`src/rtl/video_mem_pkg.sv`:
```
// Shared constants and types for the Mandelbrot frame buffer
// writer and reader on the MIG user ports.
package video_mem_pkg;

    localparam logic [2:0] CMD_WRITE = 3'b000;
    localparam logic [2:0] CMD_READ  = 3'b001;

    localparam int FRAME_BYTES = 70560;
    localparam int WORD_W      = 64;

    typedef enum logic [1:0] {
        RD_IDLE,
        RD_ISSUE,
        RD_DRAIN,
        RD_DONE
    } rd_state_t;

endpackage

```
`src/rtl/sync2.sv`:
```
// Two-flop synchroniser for a single asynchronous level.
// Shared by the frame writer and reader.
module sync2 (
    input  logic clk0,
    input  logic nreset,
    input  logic d,
    output logic q
);

    logic meta;

    always_ff @(posedge clk0 or negedge nreset) begin
        if (!nreset) begin
            meta <= 1'b0;
            q    <= 1'b0;
        end else begin
            meta <= d;
            q    <= meta;
        end
    end

endmodule

```
`src/rtl/frame_reader.sv`:
```
// Fetches one frame from DDR2 via MIG port p1 in read bursts
// and streams the 64-bit words out over valid/ready.
module frame_reader
    import video_mem_pkg::*;
#(
    parameter int FRAME_BYTES = video_mem_pkg::FRAME_BYTES,
    parameter int BURST_WORDS = 32,
    parameter int ADDR_W      = 30
) (
    input  logic              clk0,
    input  logic              nreset,
    input  logic              calib_done,
    input  logic              frame_start,
    input  logic              frame_sel,
    output logic              p1_cmd_en,
    output logic [2:0]        p1_cmd_instr,
    output logic [5:0]        p1_cmd_bl,
    output logic [ADDR_W-1:0] p1_cmd_byte_addr,
    input  logic              p1_cmd_full,
    output logic              p1_rd_en,
    input  logic [WORD_W-1:0] p1_rd_data,
    input  logic              p1_rd_empty,
    output logic [WORD_W-1:0] pix_data,
    output logic              pix_valid,
    input  logic              pix_ready,
    output logic              busy,
    output logic              frame_done,
    output logic              start_overrun
);

    localparam int FRAME_WORDS = FRAME_BYTES / 8;
    localparam int CNT_W = $clog2(FRAME_WORDS + 1);
    localparam int WL_W  = (CNT_W > 7) ? CNT_W : 7;

    rd_state_t state, state_nx;

    logic              calib_ok;
    logic [ADDR_W-1:0] addr;
    logic [WL_W-1:0]   words_left;
    logic [WL_W-1:0]   burst_len;
    logic [6:0]        burst_cnt;
    logic              accept;
    logic              xfer;
    logic              last_beat;

    sync2 u_calib_sync (
        .clk0   (clk0),
        .nreset (nreset),
        .d      (calib_done),
        .q      (calib_ok)
    );

    assign p1_cmd_instr = CMD_READ;

    assign burst_len = (words_left > WL_W'(BURST_WORDS))
                     ? WL_W'(BURST_WORDS) : words_left;

    assign accept    = frame_start & calib_ok & (state == RD_IDLE);
    assign pix_valid = (state == RD_DRAIN) & ~p1_rd_empty;
    assign pix_data  = pix_valid ? p1_rd_data : '0;
    assign xfer      = pix_valid & pix_ready;
    assign p1_rd_en  = xfer;
    assign last_beat = xfer & (burst_cnt == 7'd1);

    always_ff @(posedge clk0 or negedge nreset) begin
        if (!nreset) state <= RD_IDLE;
        else         state <= state_nx;
    end

    always_comb begin
        state_nx = state;
        unique case (state)
            RD_IDLE:  if (accept) state_nx = RD_ISSUE;
            RD_ISSUE: if (!p1_cmd_full) state_nx = RD_DRAIN;
            RD_DRAIN: begin
                if (last_beat) begin
                    if (words_left == WL_W'(1)) state_nx = RD_DONE;
                    else                        state_nx = RD_ISSUE;
                end
            end
            RD_DONE:  state_nx = RD_IDLE;
            default:  state_nx = RD_IDLE;
        endcase
    end

    always_ff @(posedge clk0 or negedge nreset) begin
        if (!nreset) begin
            p1_cmd_en        <= 1'b0;
            p1_cmd_bl        <= '0;
            p1_cmd_byte_addr <= '0;
            addr             <= '0;
            words_left       <= '0;
            burst_cnt        <= '0;
            busy             <= 1'b0;
            frame_done       <= 1'b0;
            start_overrun    <= 1'b0;
        end else begin
            p1_cmd_en  <= 1'b0;
            frame_done <= 1'b0;
            // DONE still counts as busy for a competing start
            if (frame_start && state != RD_IDLE)
                start_overrun <= 1'b1;
            if (accept) begin
                addr       <= frame_sel ? '0 : ADDR_W'(FRAME_BYTES);
                words_left <= WL_W'(FRAME_WORDS);
                busy       <= 1'b1;
            end
            if (state == RD_ISSUE && !p1_cmd_full) begin
                p1_cmd_en        <= 1'b1;
                p1_cmd_bl        <= 6'(burst_len - WL_W'(1));
                p1_cmd_byte_addr <= addr;
                burst_cnt        <= 7'(burst_len);
            end
            // Per-word address step sums to burst_len*8 per burst
            if (xfer) begin
                addr       <= addr + ADDR_W'(8);
                words_left <= words_left - WL_W'(1);
                burst_cnt  <= burst_cnt - 7'd1;
                if (words_left == WL_W'(1)) begin
                    busy       <= 1'b0;
                    frame_done <= 1'b1;
                end
            end
        end
    end

endmodule

```
`config.mk`:
```
export PLATFORM = sky130hd
export DESIGN_NAME = frame_reader
export DESIGN_NICKNAME = d
export VERILOG_FILES = /design/src/rtl/video_mem_pkg.sv /design/src/rtl/sync2.sv /design/src/rtl/frame_reader.sv
export SDC_FILE = /design/constraint.sdc
export NUM_CORES = 1
export LEC_CHECK = 0
export CORE_ASPECT_RATIO = 1.25
export CORE_UTILIZATION = 44
export CTS_CLUSTER_SIZE = 16
export DETAILED_ROUTE_END_ITERATION = 8
export MAX_ROUTING_LAYER = met4
export PLACE_DENSITY_LB_ADDON = 0.1
export SYNTH_ARGS = -nofsm -noshare
export SYNTH_HDL_FRONTEND = slang
export SYNTH_SLANG_ARGS = --single-unit
```
`constraint.sdc`:
```
create_clock -name clk0 -period 3 [get_ports clk0]
set_input_delay 0.45 -clock clk0 [delete_from_list [all_inputs] [get_ports clk0]]
set_output_delay 0.45 -clock clk0 [all_outputs]
set_load 0.02 [all_outputs]
```
After elaboration in Yosys (flattened, before gate mapping)
Cells that the tools add are included.
Operators by class
  add/sub/neg operators: 4
  multipliers: 0
  div/mod/pow operators: 0
  $lt $le $gt $ge: 1
  equality and inequality tests: 8
  shift operators: 0
  muxes and demuxes: 20
  bitwise gates (word level): 6
  reduce and logical (&&, ||, !) cells: 8
Operator list (count)
  two-way mux 64 bit: 1
  two-way mux 30 bit: 2
  adder 30 x 4 -> 30 bit (second input constant): 1
  two-way mux 14 bit: 2
  two-way mux 7 bit: 3
  two-way mux 17 bit: 1
  equality test 14 x 1 -> 1 bit (second input constant): 1
  > comparator 14 x 6 -> 1 bit (second input constant): 1
  subtractor 14 x 1 -> 14 bit (second input constant): 1
  two-way mux 2 bit: 4
  one-hot mux 2 bit (4 select lines): 1
  equality test 7 x 1 -> 1 bit (second input constant): 1
  subtractor 7 x 1 -> 7 bit (second input constant): 1
  two-way mux 1 bit: 6
  != test 2 bit (second input constant): 3
  nonzero test 2 bit: 3
  subtractor 6 x 1 -> 6 bit (second input constant): 1
  bitwise AND 1 bit: 5
  equality test 2 bit (second input constant): 2
  AND reduction 3 bit: 1
  equality test 2 x 1 -> 1 bit (second input constant): 1
  logical AND 1 bit: 2
  logical NOT 2 bit: 1
  logical NOT 1 bit: 1
  NOT 1 bit: 1
Word-level totals
  flip-flop bits (word level): 95
  latch bits: 0
  RAM bits: 0
  memory bits (read-only): 0
  input port bits: 72
  output and inout port bits: 109
  word-level logic and storage cells: 59
  memories: 0

Longest topological paths before layout
  depth in word-level cells: 6
  gate-level depth with buffers: 9
  mapped depth without buffers: 9

Modules after synthesis
A second synthesis with hierarchy kept.
Unflattened totals
  cells, all modules: 505
  area total of the unflattened synthesis: 4594.4 µm²
Modules (own cells, without submodules)
  frame_reader: instances 1, cells each 503, area each 4544.4 µm², seq. area each 2177.1 µm²
  sync2: instances 1, cells each 2, area each 50.0 µm², seq. area each 50.0 µm²

Least setup slack after synthesis
OpenSTA, ideal clock, no wires.
  kind: reg-to-reg
  start point: reg words_left[2]
  end point: reg words_left[13]
  setup time: 69 ps
  arrival: 2027 ps
  data required time: 2931 ps
  path slack: 903 ps
  stages on the path, launching flop included: 7
  buffers on the path: 2
  clock period less this slack: 2097 ps
  cell sequence: dfrtp_1 > buf_6 > or4_4 > or4_1 > buf_2 > or4_1 > nand3_1
Between the ends
  cells in the longest elaborated chain, start to end: 2
Ends and longest elaborated chain
  start: declaration: line frame_reader.sv:39  | logic [WL_W-1:0] words_left;
  start signal: assignment: line frame_reader.sv:105  | words_left <= WL_W'(FRAME_WORDS);
  start signal: assignment: line frame_reader.sv:117  | words_left <= words_left - WL_W'(1);
  subtractor 14 x 1 -> 14 bit: line frame_reader.sv:117
  two-way mux 14 bit: line frame_reader.sv:115  | if (xfer) begin
Every way passes these cells.
A chain may end at the register's enable or synchronous reset.

Worst setup path after layout
  start point: reg state[0]
  end point: out pix_data[58]
Between the ends
  cells in the longest elaborated chain, start to end: 3
Ends and longest elaborated chain
  start: declaration: line frame_reader.sv:35  | rd_state_t state, state_nx;
  start signal: assignment: line frame_reader.sv:67  | else state <= state_nx;
  equality test 2 bit: line frame_reader.sv:59  | assign pix_valid = (state == RD_DRAIN) & ~p1_rd_empty;
  bitwise AND 1 bit: line frame_reader.sv:59
  two-way mux 64 bit: line frame_reader.sv:60  | assign pix_data = pix_valid ? p1_rd_data : '0;
  end: declaration: line frame_reader.sv:23  | output logic [WORD_W-1:0] pix_data,
Every way passes these cells.

==> out/qor.tcl <==
set qor(antenna_violations_before_repair) 0
set qor(rsz0062_at_grt) {false}
set qor(timing_worst_setup_path_type) {register to primary output}
set qor(routed_wire_length_per_instance_um) 15.71
set qor(netlist_area_sq_um) 4594
set qor(cts_buffer_depth) 2
set qor(min-delay-path-class) {primary input to async pin}
set qor(maxClockFrequency_mhz) 359.8
set qor(maxSlewViolCount) 0
set qor(synth_enable_flop_cells) 0
set qor(totalWireLength_um) 12660
set qor(worst-path-max-fanout) 52
set qor(synth_cell_types) 53
set qor(ctsHoldBuffers) 0
set qor(layout.nets) 751
set qor(grt_pass1_vias) 4123
set qor(final_period_minus_worst_setup_slack_ps) 2780
set qor(setup.worst_path.start_class) {register}
set qor(slew-limit-headroom) 0.5102
set qor(initial_core_util) 0.4546
set qor(power.static_leakage_nw) 3.065
set qor(worstPathArrival_ps) 2330
set qor(synthesis.area_per_instance_sq_um) 9.098
set qor(post_cts_resized) 0
set qor(coreArea_sq_um) 10110
set qor(chipWidth_um) 93.40
set qor(rows) 41
set qor(placed_cells_incl_taps) 791
set qor(timing_hold_violations_final) 0
set qor(drive_gt1_frac) 0.05613
set qor(place_congestion) 0.9028
set qor(synth_register_bits) 89
set qor(cts_tree) {built}
set qor(netlist_top_cells_area) {sky130_fd_sc_hd__dfrtp_1 48%, sky130_fd_sc_hd__nand2_1 10%, sky130_fd_sc_hd__and2_1 9.3%, sky130_fd_sc_hd__mux2i_1 3.9%, sky130_fd_sc_hd__clkbuf_1 2.0%}
set qor(tns_ps) 0
set qor(sequential_element_share_of_the_synthesized_area) 0.4847
set qor(htree_num_levels) 3
set qor(timing.final.crit_share) 0.9265
set qor(tightestPinTransition_ps) 728.0
set qor(overall_power_after_layout_mw) 4.265
set qor(synth_top_cell_by_area) {sky130_fd_sc_hd__dfrtp_1}
set qor(postSynthCellCount) 505
set qor(drt_first_iter_violations) 134
set qor(crit_path_end_kind) {primary output}
set qor(io_buffers) 174
set qor(num_ports) 181
set qor(pwrdens_nw_per_um2) 630.7
set qor(tritoncts_num_sinks) 89
set qor(setup-violations-final) 0
set qor(vias_per_cell) 5.256
set qor(route.detailed.drc) 0
set qor(num_vias) 4236
set qor(asyncSetResetFlopFracSynth) 1.000
set qor(synth_top_flop_cell) {sky130_fd_sc_hd__dfrtp_1}
set qor(cts.clk_slew.worst_paths_ps) 60
set qor(reg2regPathDepth) 4
set qor(pre_repair_dr_iteration_count) 4
set qor(worstPathRequired_ps) 2550
set qor(clock-skew-final_ps) 7.751
set qor(max_ir_drop_vdd_mv) 0.3340
set qor(grt_pass1_wl_um) 20120
set qor(status) {finished clean}
set qor(cts_root_buffer) {sky130_fd_sc_hd__clkbuf_16}
set qor(design.die.area_sq_um) 10860
set qor(yosys-top-cells-count) {122 x sky130_fd_sc_hd__nand2_1, 89 x sky130_fd_sc_hd__dfrtp_1, 68 x sky130_fd_sc_hd__and2_1}
set qor(cts_setup_buffers) 0
set qor(synth_top_area_share) 0.4847
set qor(globalRouteTotalUtil) 0.2450
set qor(layout.cells.non_filler) 806
set qor(syn_to_final_growth_pct) 47.20
set qor(grt_start_max_net_pins) 53
set qor(cts-buffers-inserted) 9
set qor(worst_skew_pair.late_latency_ps) 340
set qor(synth_most_common_cell) {sky130_fd_sc_hd__nand2_1}
set qor(final_antenna_net_count) 0
set qor(synthesis.yosys.warnings) 0
set qor(cap_violations) 0
set qor(die_h_um) 116.2
set qor(post-dp-hpwl_um) 9271
set qor(antennaDiodeCount) 0
set qor(global_route.overflow_total) 0
==> metrics by stage <==
stage	utilization	area (sq um)	hold WS [ps]	worst slack, ps
6_report	0.6692	6763	93.83	220.4
5_1_grt	0.6692	6763	133.9	81.41
4_1_cts	0.6692	6763	103.2	204.0
3_5_place_dp	0.6391	6459	358.2	314.6
3_3_place_gp	0.6391	6459	348.8	380.9
2_1_floorplan	-	4609	154.4	903.5
==> state kept, by name (all words and copies together) (netlist names) <==
signal,count
state,2
u_calib_sync.q,1
burst_cnt,7
p1_cmd_byte_addr,27
busy,1
start_overrun,1
addr,27
frame_done,1
p1_cmd_en,1
words_left,14
u_calib_sync.meta,1
p1_cmd_bl,6
==> per-layer routing <==
layer  global-route usage  part of all wire  vias to the layer above
li1                     -                 -                     2054
met1               0.3138              0.43                     2046
met2               0.4044              0.52                      119
met3              0.03190             0.037                       17
met4              0.07897             0.016                        0
met5                    -                 0                        -
==> critical path, stage by stage (launching register included) <==
cell and delay, ps:
sky130_fd_sc_hd__dfrtp_1 440, sky130_fd_sc_hd__nand2b_1 220, sky130_fd_sc_hd__nor2_2 130, sky130_fd_sc_hd__buf_4 350, sky130_fd_sc_hd__and2_1 200, sky130_fd_sc_hd__clkdlybuf4s50_1 640
==> layout by cell type (no fill, tap or decap), types with 7 or more instances in the layout <==
cell type                           n
sky130_fd_sc_hd__clkdlybuf4s50_1  173
sky130_fd_sc_hd__nand2_1          122
sky130_fd_sc_hd__dfrtp_1           89
sky130_fd_sc_hd__and2_1            68
sky130_fd_sc_hd__mux2i_1           18
sky130_fd_sc_hd__nand3_1           17
sky130_fd_sc_hd__nor2_1            16
sky130_fd_sc_hd__buf_4             16
sky130_fd_sc_hd__nand4_1           14
sky130_fd_sc_hd__o21ai_0           10
sky130_fd_sc_hd__clkbuf_16          9
sky130_fd_sc_hd__inv_1              8
sky130_fd_sc_hd__and3_1             8
sky130_fd_sc_hd__o211ai_1           8
sky130_fd_sc_hd__o31ai_1            7
==> cells by family after synthesis <==
family	count (synthesis)	synth area share
XOR/XNOR	9	0.01716
AO/OA/AOI/OAI	56	0.08688
adder cells (fa/ha/maj)	6	0.01634
multiplexers	18	0.03922
buffers and inverters	45	0.04357
flip-flops	89	0.4848
AND/OR/NAND/NOR	280	0.3105
other	2	0.001635
==> final timing paths <==
check / start / end / slack [ps]
max in group asynchronous: nreset / start_overrun / 2180
max: state[0] / pix_data[58] / 220
max reg2reg: words_left[2] / words_left[13] / 740
min in group clk0: u_calib_sync.meta / u_calib_sync.q / 370
min reg2reg: u_calib_sync.meta / u_calib_sync.q / 370
min: nreset / addr[7] / 90
==> power by group <==
| part | switching (mW) | internal (mW) | total (mW) |
|---|---|---|---|
| Clock | 0.460 | 0.687 | 1.15 |
| Combinational | 0.786 | 0.700 | 1.49 |
| Sequential | 0.225 | 1.41 | 1.63 |
==> area by class of cell <==
type | instances | area (sq um)
repair buffers | 189 | 1852
clock inverters | 4 | 51.30
well taps | 129 | 161.4
inverters | 9 | 33.78
clock buffers | 11 | 252.7
multi-input cells | 375 | 2185
flip-flops and latches | 89 | 2227
fillers | 811 | 3343
No activity file was read; power rests on OpenSTA's default activity.
